[src/rtl/seg7_pkg.sv]
// Shared constants for the seven-segment display slice: glyphs, FSM encoding, decimal limits.
// No logic here; latency and backpressure are properties of the modules that import it.
package seg7_pkg;

  localparam logic [6:0] SEG_BLANK = 7'h7F;
  localparam logic [6:0] SEG_DASH  = 7'b0111111;

  // Active-low {g,f,e,d,c,b,a}; entry 15 first because this is a packed array.
  localparam logic [15:0][6:0] GLYPH_TABLE = {
    7'h0E, 7'h06, 7'h21, 7'h46, 7'h03, 7'h08, 7'h10, 7'h00,
    7'h78, 7'h02, 7'h12, 7'h19, 7'h30, 7'h24, 7'h79, 7'h40
  };

  typedef enum logic [1:0] {
    ST_IDLE    = 2'd0,
    ST_CONVERT = 2'd1,
    ST_COMMIT  = 2'd2
  } state_t;

  function automatic logic [63:0] pow10(input int unsigned n);
    logic [63:0] r;
    r = 64'd1;
    for (int unsigned i = 0; i < n; i++) r = r * 64'd10;
    return r;
  endfunction

endpackage

[src/rtl/seg7_multi_display_if.sv]
// Load/status/segment bundle between the board top and the display driver.
// master drives VALUE/MODE/LOAD and the live display controls; slave returns BUSY/DONE/OVERFLOW/HEX.
interface seg7_multi_display_if #(
  parameter int NUM_DIGITS = 6,
  parameter int BIN_W      = 20
);
  logic [BIN_W-1:0]        VALUE;
  logic                    MODE;
  logic                    LOAD;
  logic                    BLANK_LZ;
  logic [NUM_DIGITS-1:0]   BLINK_MASK;
  logic                    BUSY;
  logic                    DONE;
  logic                    OVERFLOW;
  logic [7*NUM_DIGITS-1:0] HEX;

  modport master (
    output VALUE, MODE, LOAD, BLANK_LZ, BLINK_MASK,
    input  BUSY, DONE, OVERFLOW, HEX
  );

  modport slave (
    input  VALUE, MODE, LOAD, BLANK_LZ, BLINK_MASK,
    output BUSY, DONE, OVERFLOW, HEX
  );
endinterface

[src/rtl/seg7_decode.sv]
// 4-bit digit to active-low seven-segment glyph; purely combinational, zero latency.
// No handshake: the output follows the input every cycle.
module seg7_decode
  import seg7_pkg::*;
(
  input  logic [3:0] digit,
  output logic [6:0] seg
);
  assign seg = GLYPH_TABLE[digit];
endmodule

[src/rtl/seg7_multi_display.sv]
// N-digit hex/decimal seven-segment driver; commit 1 cycle after LOAD (hex) or BIN_W+1 (decimal).
// LOAD is accepted only while BUSY=0 and is dropped, not queued, otherwise.
module seg7_multi_display
  import seg7_pkg::*;
#(
  parameter int NUM_DIGITS = 6,
  parameter int BIN_W      = 20,
  parameter int BLINK_DIV  = 25_000_000
) (
  input  logic                 CLOCK,
  input  logic                 RESET,
  seg7_multi_display_if.slave  bus
);

  localparam int          DW      = 4 * NUM_DIGITS;
  localparam int          SW      = DW + BIN_W;
  localparam int          IW      = (BIN_W > 1) ? $clog2(BIN_W) : 1;
  localparam int          CW      = (BLINK_DIV > 1) ? $clog2(BLINK_DIV) : 1;
  localparam logic [63:0] OVF_LIM = pow10(NUM_DIGITS);

  state_t                      state, state_nxt;
  logic   [SW-1:0]             sr, sr_adj;
  logic   [IW-1:0]             iter;
  logic                        mode_q, ovf_pending;
  logic   [DW-1:0]             disp;
  logic                        valid, ovf, done;
  logic   [CW-1:0]             blink_cnt;
  logic                        phase;
  logic   [NUM_DIGITS-1:0][6:0] glyph, hex_seg;
  logic   [NUM_DIGITS-1:0]     lz;
  logic                        zero_run;

  always_ff @(posedge CLOCK) begin
    if (RESET) state <= ST_IDLE;
    else       state <= state_nxt;
  end

  always_comb begin
    state_nxt = state;
    case (state)
      ST_IDLE:    if (bus.LOAD) state_nxt = bus.MODE ? ST_CONVERT : ST_COMMIT;
      ST_CONVERT: if (iter == IW'(BIN_W - 1)) state_nxt = ST_COMMIT;
      ST_COMMIT:  state_nxt = ST_IDLE;
      default:    state_nxt = ST_IDLE;
    endcase
  end

  // Double-dabble correction: every BCD nibble >= 5 gets +3 before the shift.
  always_comb begin
    sr_adj = sr;
    for (int i = 0; i < NUM_DIGITS; i++) begin
      if (sr[BIN_W + 4*i +: 4] >= 4'd5)
        sr_adj[BIN_W + 4*i +: 4] = sr[BIN_W + 4*i +: 4] + 4'd3;
    end
  end

  always_ff @(posedge CLOCK) begin
    if (RESET) begin
      sr          <= '0;
      iter        <= '0;
      mode_q      <= 1'b0;
      ovf_pending <= 1'b0;
      disp        <= '0;
      valid       <= 1'b0;
      ovf         <= 1'b0;
      done        <= 1'b0;
    end else begin
      done <= 1'b0;
      case (state)
        ST_IDLE: begin
          if (bus.LOAD) begin
            sr          <= SW'(bus.VALUE);
            mode_q      <= bus.MODE;
            iter        <= '0;
            ovf_pending <= bus.MODE && (64'(bus.VALUE) >= OVF_LIM);
          end
        end
        ST_CONVERT: begin
          sr   <= sr_adj << 1;
          iter <= iter + IW'(1);
        end
        ST_COMMIT: begin
          disp  <= mode_q ? sr[SW-1 -: DW] : DW'(sr[BIN_W-1:0]);
          valid <= 1'b1;
          ovf   <= mode_q & ovf_pending;
          done  <= 1'b1;
        end
        default: ;
      endcase
    end
  end

  always_ff @(posedge CLOCK) begin
    if (RESET) begin
      blink_cnt <= '0;
      phase     <= 1'b1;
    end else if (blink_cnt == CW'(BLINK_DIV - 1)) begin
      blink_cnt <= '0;
      phase     <= ~phase;
    end else begin
      blink_cnt <= blink_cnt + CW'(1);
    end
  end

  for (genvar g = 0; g < NUM_DIGITS; g++) begin : g_dec
    seg7_decode u_dec (
      .digit (disp[4*g +: 4]),
      .seg   (glyph[g])
    );
  end

  // lz[i]: digit i and every digit above it are zero.
  always_comb begin
    lz       = '0;
    zero_run = 1'b1;
    for (int i = NUM_DIGITS - 1; i >= 0; i--) begin
      zero_run = zero_run && (disp[4*i +: 4] == 4'd0);
      lz[i]    = zero_run;
    end
  end

  always_comb begin
    hex_seg = '0;
    for (int i = 0; i < NUM_DIGITS; i++) begin
      if (!valid)                                hex_seg[i] = SEG_BLANK;
      else if (ovf)                              hex_seg[i] = SEG_DASH;
      else if (bus.BLANK_LZ && lz[i] && (i != 0)) hex_seg[i] = SEG_BLANK;
      else                                       hex_seg[i] = glyph[i];
      if (bus.BLINK_MASK[i] && !phase)           hex_seg[i] = SEG_BLANK;
    end
  end

  assign bus.HEX      = hex_seg;
  assign bus.BUSY     = (state != ST_IDLE);
  assign bus.DONE     = done;
  assign bus.OVERFLOW = ovf;

endmodule
[src/flat_wrapper.sv]
// flat-port wrapper written by rule: the top's interface ports become plain ports
module seg7_multi_display_flat import seg7_pkg::*;
#(
  parameter int NUM_DIGITS = 6,
  parameter int BIN_W      = 20,
  parameter int BLINK_DIV  = 25_000_000
)
  (CLOCK, RESET, bus_VALUE, bus_MODE, bus_LOAD, bus_BLANK_LZ, bus_BLINK_MASK, bus_BUSY, bus_DONE, bus_OVERFLOW, bus_HEX);
  seg7_multi_display_if #(.NUM_DIGITS(NUM_DIGITS), .BIN_W(BIN_W)) bus_i ();
  input  logic CLOCK;
  input  logic RESET;
  input wire logic [$bits(bus_i.VALUE)-1:0] bus_VALUE;
  input wire logic [$bits(bus_i.MODE)-1:0] bus_MODE;
  input wire logic [$bits(bus_i.LOAD)-1:0] bus_LOAD;
  input wire logic [$bits(bus_i.BLANK_LZ)-1:0] bus_BLANK_LZ;
  input wire logic [$bits(bus_i.BLINK_MASK)-1:0] bus_BLINK_MASK;
  output wire logic [$bits(bus_i.BUSY)-1:0] bus_BUSY;
  output wire logic [$bits(bus_i.DONE)-1:0] bus_DONE;
  output wire logic [$bits(bus_i.OVERFLOW)-1:0] bus_OVERFLOW;
  output wire logic [$bits(bus_i.HEX)-1:0] bus_HEX;
  assign bus_i.VALUE = bus_VALUE;
  assign bus_i.MODE = bus_MODE;
  assign bus_i.LOAD = bus_LOAD;
  assign bus_i.BLANK_LZ = bus_BLANK_LZ;
  assign bus_i.BLINK_MASK = bus_BLINK_MASK;
  assign bus_BUSY = bus_i.BUSY;
  assign bus_DONE = bus_i.DONE;
  assign bus_OVERFLOW = bus_i.OVERFLOW;
  assign bus_HEX = bus_i.HEX;
  seg7_multi_display #(.NUM_DIGITS(NUM_DIGITS), .BIN_W(BIN_W), .BLINK_DIV(BLINK_DIV)) u_core (.CLOCK(CLOCK), .RESET(RESET), .bus(bus_i));
endmodule
[config.mk]
export PLATFORM = sky130hd
export DESIGN_NAME = seg7_multi_display_flat
export DESIGN_NICKNAME = d
export VERILOG_FILES = /design/src/rtl/seg7_pkg.sv /design/src/rtl/seg7_multi_display_if.sv /design/src/rtl/seg7_decode.sv /design/src/rtl/seg7_multi_display.sv /design/src/flat_wrapper.sv
export SDC_FILE = /design/constraint.sdc
export NUM_CORES = 1
export LEC_CHECK = 0
export CAP_MARGIN = 25
export CORE_MARGIN = 3
export CORE_UTILIZATION = 32
export DETAILED_ROUTE_END_ITERATION = 6
export PLACE_DENSITY = 0.58
export SYNTH_ARGS = -nofsm -noshare
export SYNTH_HDL_FRONTEND = slang
export SYNTH_SLANG_ARGS = --single-unit
[constraint.sdc]
create_clock -name CLOCK -period 3.3 [get_ports CLOCK]
set_input_delay 0.825 -clock CLOCK [delete_from_list [all_inputs] [get_ports CLOCK]]
set_output_delay 0.825 -clock CLOCK [all_outputs]
set_load 0.05 [all_outputs]
==> run_results.csv, run 1 <==
group,metric,value,unit
synthesis,synthesis.nets,1025,
floorplan,dieArea,27400,um2
cells_and_area,diodes,0,
setup_path,cp.arrival,2.25,ns
global_routing,grtUsageTotal,0.147,
placement,port_buffers,75,
outcome,status,"finished clean",
cells_and_area,syn2layout_area_growth,25.5,%
timing,slew_viol_final,0,
power,internal-power,3.73,mW
clocking,path_clk_slew,0.06,ns
clocking,clock_latency,0.42,ns
power,cellLeakagePower,3.89,nW
clocking,tritoncts,"built",
timing,worst_clock_skew,0.00753,ns
drt,drtAntennaViolNets,0,
synthesis,synth_seq_cells,148,
synthesis,synthArstFlopShare,0,
synthesis,synth_flop_cell,"dfxtp_1",
drt,drc,0,
power,switching_share,0.249,
drt,first_pass_iters,5,
cells_and_area,nets,1105,
clocking,root_buffer,"clkbuf_16",
global_routing,grt_pass1_vias,6637,
timing,fmax,325,MHz
timing,worst_pin_slew,0.733,ns
synthesis,yosys_warnings,0,
timing,fin_crit,3.07,ns
timing,rsz0062_at_grt,"false",
drt,detail_route.wl_per_cell,14.6,um
floorplan,start_util,0.331,
timing,setup_tns,0,ns
clocking,htreeDepth,4,
min_path,hold_class,"reg2reg",
global_routing,grt_overflow,0,
floorplan,die_y,166,um
timing,hold_viol,0,
clocking,cts_buffers,17,
placement,place_hpwl,14.2,mm
global_routing,antenna_found_initial,0,
job,max-cap-violations,0,
setup_path,cp_data_required_time,2.47,ns
setup_path,cp_max_fo,3,
floorplan,ios,76,
timing,period_share,0.931,
drt,drtIter0Drc,408,
synthesis,synth_edf_count,0,
synthesis,syn_avg_cell_area,8.64,um2
drt,vias,6763,
clocking,clock_sinks,148,
floorplan,die_x,166,um
power,p_sw,1.24,mW
global_routing,grt_first_pass_wirelength,33.9,mm
global_routing,grt_max_degree,51,
power,clock_power_share,0.475,
synthesis,ys_seq_area_frac,0.363,
setup_path,startpoint_type,"flip-flop",
floorplan,core,24700,um2
synthesis,netlist_area,8160,um2
power,power_frac_seq,0.381,
cells_and_area,final_layout_size_suffix_gt1_frac,0.175,
power,comb_power_share,0.143,
floorplan,rows,57,
clocking,clock_path_buffers,2,
setup_path,setup.worst_path.class,"reg2out",
timing,finalSetupViolations,0,
setup_path,critPathCaptureType,"output pin",
drt,via_per_inst,4.97,
power,p_per_area,485,nW/um2
drt,drt_wl_total,19.8,mm
timing,max-slew-margin-rel,0.511,
synthesis,synth_cells,944,
placement,gp_congestion,0.880,
synthesis,ys_types,74,
power,peakVddDrop,0.000323,V
cells_and_area,finish.utilization,0.415,
==> timing repair <==
item | 4_1_cts | 5_1_grt
cloned | 0 | 0
setup endpoints to repair | 13 | 7
pin swaps | 1 | 2
resized for setup | 6 | 2
buffers inserted | 0 | 0
hold buffers | 0 | 0
==> worst max-delay path, cell delays in order (launching register included) <==
cell       delay [ns]
dfxtp_1          0.31
nor4_1           0.30
buf_4            0.20
and4b_2          0.28
and2_4           0.17
a21oi_1          0.06
o211ai_1         0.28
clkbuf_16        0.23
==> path summary, 6_finish.rpt <==
kind / from / endpoint / slack [ns] / cells past startpoint
worst max-delay path: u_core.disp[16] / bus_HEX[13] / 0.23 / 7
worst min-delay path: u_core.ovf_pending / u_core.ovf_pending / 0.46 / 2
worst max register to register: u_core.state[1] / u_core.g_dec[1].u_dec.seg[3] / 0.50 / 8
worst min register to register: u_core.ovf_pending / u_core.ovf_pending / 0.46 / 2
==> state kept, by name, indices dropped and copies added (netlist names) <==
name                    cells
u_core.blink_cnt           25
u_core.bus.OVERFLOW         1
u_core.iter                 5
u_core.ovf_pending          1
u_core.sr                  44
u_core.valid                1
u_core.mode_q               1
u_core.phase                1
u_core.bus.DONE             1
u_core.disp                24
u_core.g_dec.u_dec.seg     42
u_core.state                2
==> power groups by stage <==
stage	clock, mW	sequential, mW	combinational [mW]
global placement	0	1.93	0.703
global route	2.49	1.90	0.772
CTS	2.41	1.89	0.717
floorplan	0	1.91	0.461
finish	2.36	1.89	0.712
detailed placement	0	1.93	0.707
==> synthesized netlist by cell type (6+ instances only) <==
library cell	count	area, um2
o31ai_1	6	45.0
o22ai_1	9	56.3
nor3_1	27	135
a21oi_1	86	430
buf_6	8	90.1
nand3_1	46	230
o21ai_0	33	165
clkbuf_1	23	86.3
or3_1	8	50.1
dfxtp_1	148	2960
a211oi_1	8	60.1
nor2_1	92	345
mux2_2	17	191
and2_1	8	50.1
nand4_1	7	43.8
xor2_1	20	175
a31oi_1	9	56.3
nand2_1	69	259
nand2b_1	30	188
a211oi_2	7	87.6
ha_1	50	626
a22oi_1	22	165
xnor2_1	16	140
inv_1	46	173
or2_2	17	106
mux2i_1	35	350
buf_2	6	30.0
==> through the flow <==
stage	worst slack [ns]	total power, mW	hold slack (ns)	cell area, um2	std cells
3_3_place_gp	-0.339	2.64	0.443	9490	1329
5_1_grt	0.0615	5.16	0.500	10200	1361
4_1_cts	0.00584	5.02	0.459	10200	1361
3_5_place_dp	-0.363	2.64	0.452	9490	1329
2_1_floorplan	0.182	2.37	0.432	8160	944
6_report	0.227	4.96	0.464	10200	1361
==> layout by cell type (no fill, tap or decap), types with 4 or more instances in the layout <==
| cell type | instances |
|---|---|
| mux2i_1 | 35 |
| nand2_1 | 69 |
| o21ai_0 | 33 |
| or3_1 | 8 |
| a21oi_1 | 86 |
| bufinv_16 | 8 |
| nand2b_1 | 30 |
| dfxtp_1 | 148 |
| nor4bb_1 | 4 |
| o211ai_1 | 4 |
| ha_1 | 50 |
| and2_1 | 8 |
| clkbuf_16 | 18 |
| and3_1 | 4 |
| xnor2_1 | 16 |
| a22oi_1 | 22 |
| mux2_2 | 17 |
| or2_2 | 17 |
| a31oi_1 | 9 |
| o21ai_1 | 4 |
| buf_12 | 23 |
| buf_4 | 52 |
| nand3_1 | 46 |
| a211oi_2 | 7 |
| xor2_1 | 20 |
| o31ai_1 | 6 |
| a211oi_1 | 8 |
| nor2_1 | 92 |
| nand4_1 | 7 |
| mux2i_4 | 5 |
| o22ai_1 | 9 |
| nor4_1 | 5 |
| inv_1 | 46 |
| nor2b_1 | 4 |
| clkdlybuf4s50_1 | 31 |
| nor3_1 | 27 |
==> cell type report <==
cell class	instances	area (um2)
Inverter	49	191
Clock buffer	20	447
Sequential cell	148	2960
Fill cell	2496	14400
Multi-Input combinational cell	700	4760
Timing Repair Buffer	108	1200
Clock inverter	12	274
Tap cell	324	405
==> per-layer routing <==
layer	routed length (um)	vias to the layer above	track usage
met5	0	-	0
met4	275	0	0.0394
met3	899	19	0.0288
met2	8790	144	0.233
met1	9860	3146	0.205
li1	-	3454	-
==> kinds of logic after synthesis <==
kind of cell    count (synthesis)  synth area share
xor+xnor                       36            0.0387
simple gates                  344             0.213
compound gates                208             0.161
flops                         148             0.363
buf+inv                        96            0.0569
fa+ha+maj                      50            0.0767
mux                            62            0.0902
Note: power is estimated with default switching activity, not from simulation.
==> inputs of run 2 (changes only) <==
--- a/config.mk
+++ b/config.mk
@@ -6,7 +6,6 @@
 export NUM_CORES = 1
 export LEC_CHECK = 0
 export CAP_MARGIN = 25
-export CORE_MARGIN = 3
 export CORE_UTILIZATION = 32
 export DETAILED_ROUTE_END_ITERATION = 6
 export PLACE_DENSITY = 0.58
==> run_results.csv, run 2 (same netlist as run 1, synthesis figures left out) <==
group,metric,value,unit
outcome,status,"finished clean",
cells_and_area,nets,1106,
power,cellLeakagePower,3.85,nW
global_routing,grtUsageTotal,0.161,
timing,period_share,0.938,
drt,detail_route.wl_per_cell,14.7,um
placement,port_buffers,75,
cells_and_area,layout_common_cells,"dfxtp_1, nor2_1, a21oi_1, nand2_1, buf_4",
global_routing,met3_usage,0.0335,
setup_path,cp_data_required_time,2.47,ns
timing,hold_viol,0,
drt,vias,6893,
clocking,clock_sinks,148,
drt,via_per_inst,5.04,
clocking,cts_setup_buffers,0,
cells_and_area,final_common_cell,"dfxtp_1",
setup_path,setup.worst_path.class,"reg2out",
drt,drc,0,
min_path,min_from,"u_core.ovf_pending",
power,p_total,4.59,mW
floorplan,core,25100,um2
clocking,cts_buffers,17,
setup_path,startpoint_type,"flip-flop",
job,max-cap-violations,0,
timing,fin_crit,3.10,ns
cells_and_area,final_layout_size_suffix_gt1_frac,0.183,
setup_path,cp.arrival,2.27,ns
cells_and_area,diodes,0,
cells_and_area,syn2layout_area_growth,24.7,%
global_routing,grt.busiest_layer,"met2",
clocking,cts_hold_buf,0,
global_routing,met2_usage,0.257,
clocking,htreeDepth,4,
global_routing,antenna_found_initial,0,
timing,fmax,323,MHz
floorplan,die_x,162,um
setup_path,critPathCaptureType,"output pin",
setup_path,crit_start,"u_core.disp[14]",
cells_and_area,final_area,10200,um2
min_path,hold_class,"reg2reg",
setup_path,r2r_start,"u_core.mode_q",
global_routing,grt_pass1_vias,6558,
timing,rsz0062_at_grt,"false",
clocking,clock_path_buffers,2,
timing,worst_clock_skew,0.0121,ns
global_routing,grt_overflow,0,
clocking,tritoncts,"built",
global_routing,grtUsageMet1,0.215,
drt,first_pass_iters,5,
floorplan,dieArea,26100,um2
placement,placed_area,9520,um2
drt,drtIter0Drc,343,
global_routing,grt_first_pass_wirelength,33.3,mm
placement,gp_congestion,0.829,
placement,post-place-ws,-0.0445,ns
power,p_per_area,452,nW/um2
floorplan,start_util,0.325,
timing,finalSetupViolations,0,
timing,slew_viol_final,0,
floorplan,rows,58,
floorplan,ios,76,
timing,holdWs,0.468,ns
power,peakVddDrop,0.000317,V
timing,max-slew-margin-rel,0.439,
cells_and_area,regMostFlops,"u_core.sr",
cells_and_area,largest_reg_flops,44,
floorplan,die_y,162,um
placement,place_hpwl,14.8,mm
global_routing,grt_max_degree,39,
timing,worst_pin_slew,0.842,ns
clocking,root_buffer,"clkbuf_16",
drt,drt_wl_total,20.2,mm
timing,setup_slack,0.204,ns
clocking,clock_latency,0.44,ns
cells_and_area,finish.utilization,0.405,
drt,drtAntennaViolNets,0,
clocking,path_clk_slew,0.06,ns
setup_path,cp_max_fo,3,
cells_and_area,fill_cells,2554,
[run 2: final cells by class]
class / instances / area [um2] / area share
clock inverter: 12 / 144 / 0.0141
clock buffer: 20 / 457 / 0.0449
multi-input combinational: 700 / 4780 / 0.470
tap: 330 / 413 / 0.0406
timing repair buffer: 109 / 1220 / 0.120
inverter: 49 / 191 / 0.0188
sequential: 148 / 2960 / 0.291
[run 2: stage by stage]
step                instances  TNS, ns
global placement         1336   -0.324
floorplan                 944        0
global route             1368        0
detailed placement       1336   -0.399
CTS                      1368   -0.104
finish                   1368        0
[run 2: final timing paths]
kind / endpoint / slack (ns) / cells past startpoint
setup / recovery: bus_HEX[13] / 0.20 / 6
hold / removal: u_core.ovf_pending / 0.47 / 2
setup reg to reg: u_core.g_dec[4].u_dec.seg[1] / 0.79 / 10
hold reg to reg: u_core.ovf_pending / 0.47 / 2
[run 2: critical path, stage by stage (launching register included)]
cell and delay (ns):
dfxtp_1 0.34, nor4_1 0.45, and4b_2 0.35, and2_4 0.16, a21oi_1 0.06, o211ai_1 0.26
clkbuf_16 0.22
[run 2: routing by layer]
layer / routed length [um] / part of all wire / up-vias
met4: 412 / 0.020 / 0
li1: - / - / 3449
met2: 9210 / 0.46 / 143
met1: 9710 / 0.48 / 3277
met3: 826 / 0.041 / 24
met5: 0 / 0 / -
[run 2: report_power, final]
part	switching, mW	internal, mW
Clock	0.807	1.17
Combinational	0.430	0.295
Sequential	0.0489	1.85
Total	1.29	3.31
[run 2: timing repair]
action,CTS,global route
pin swaps,1,1
endpoints found under the setup margin,13,21
gates resized for setup,11,4
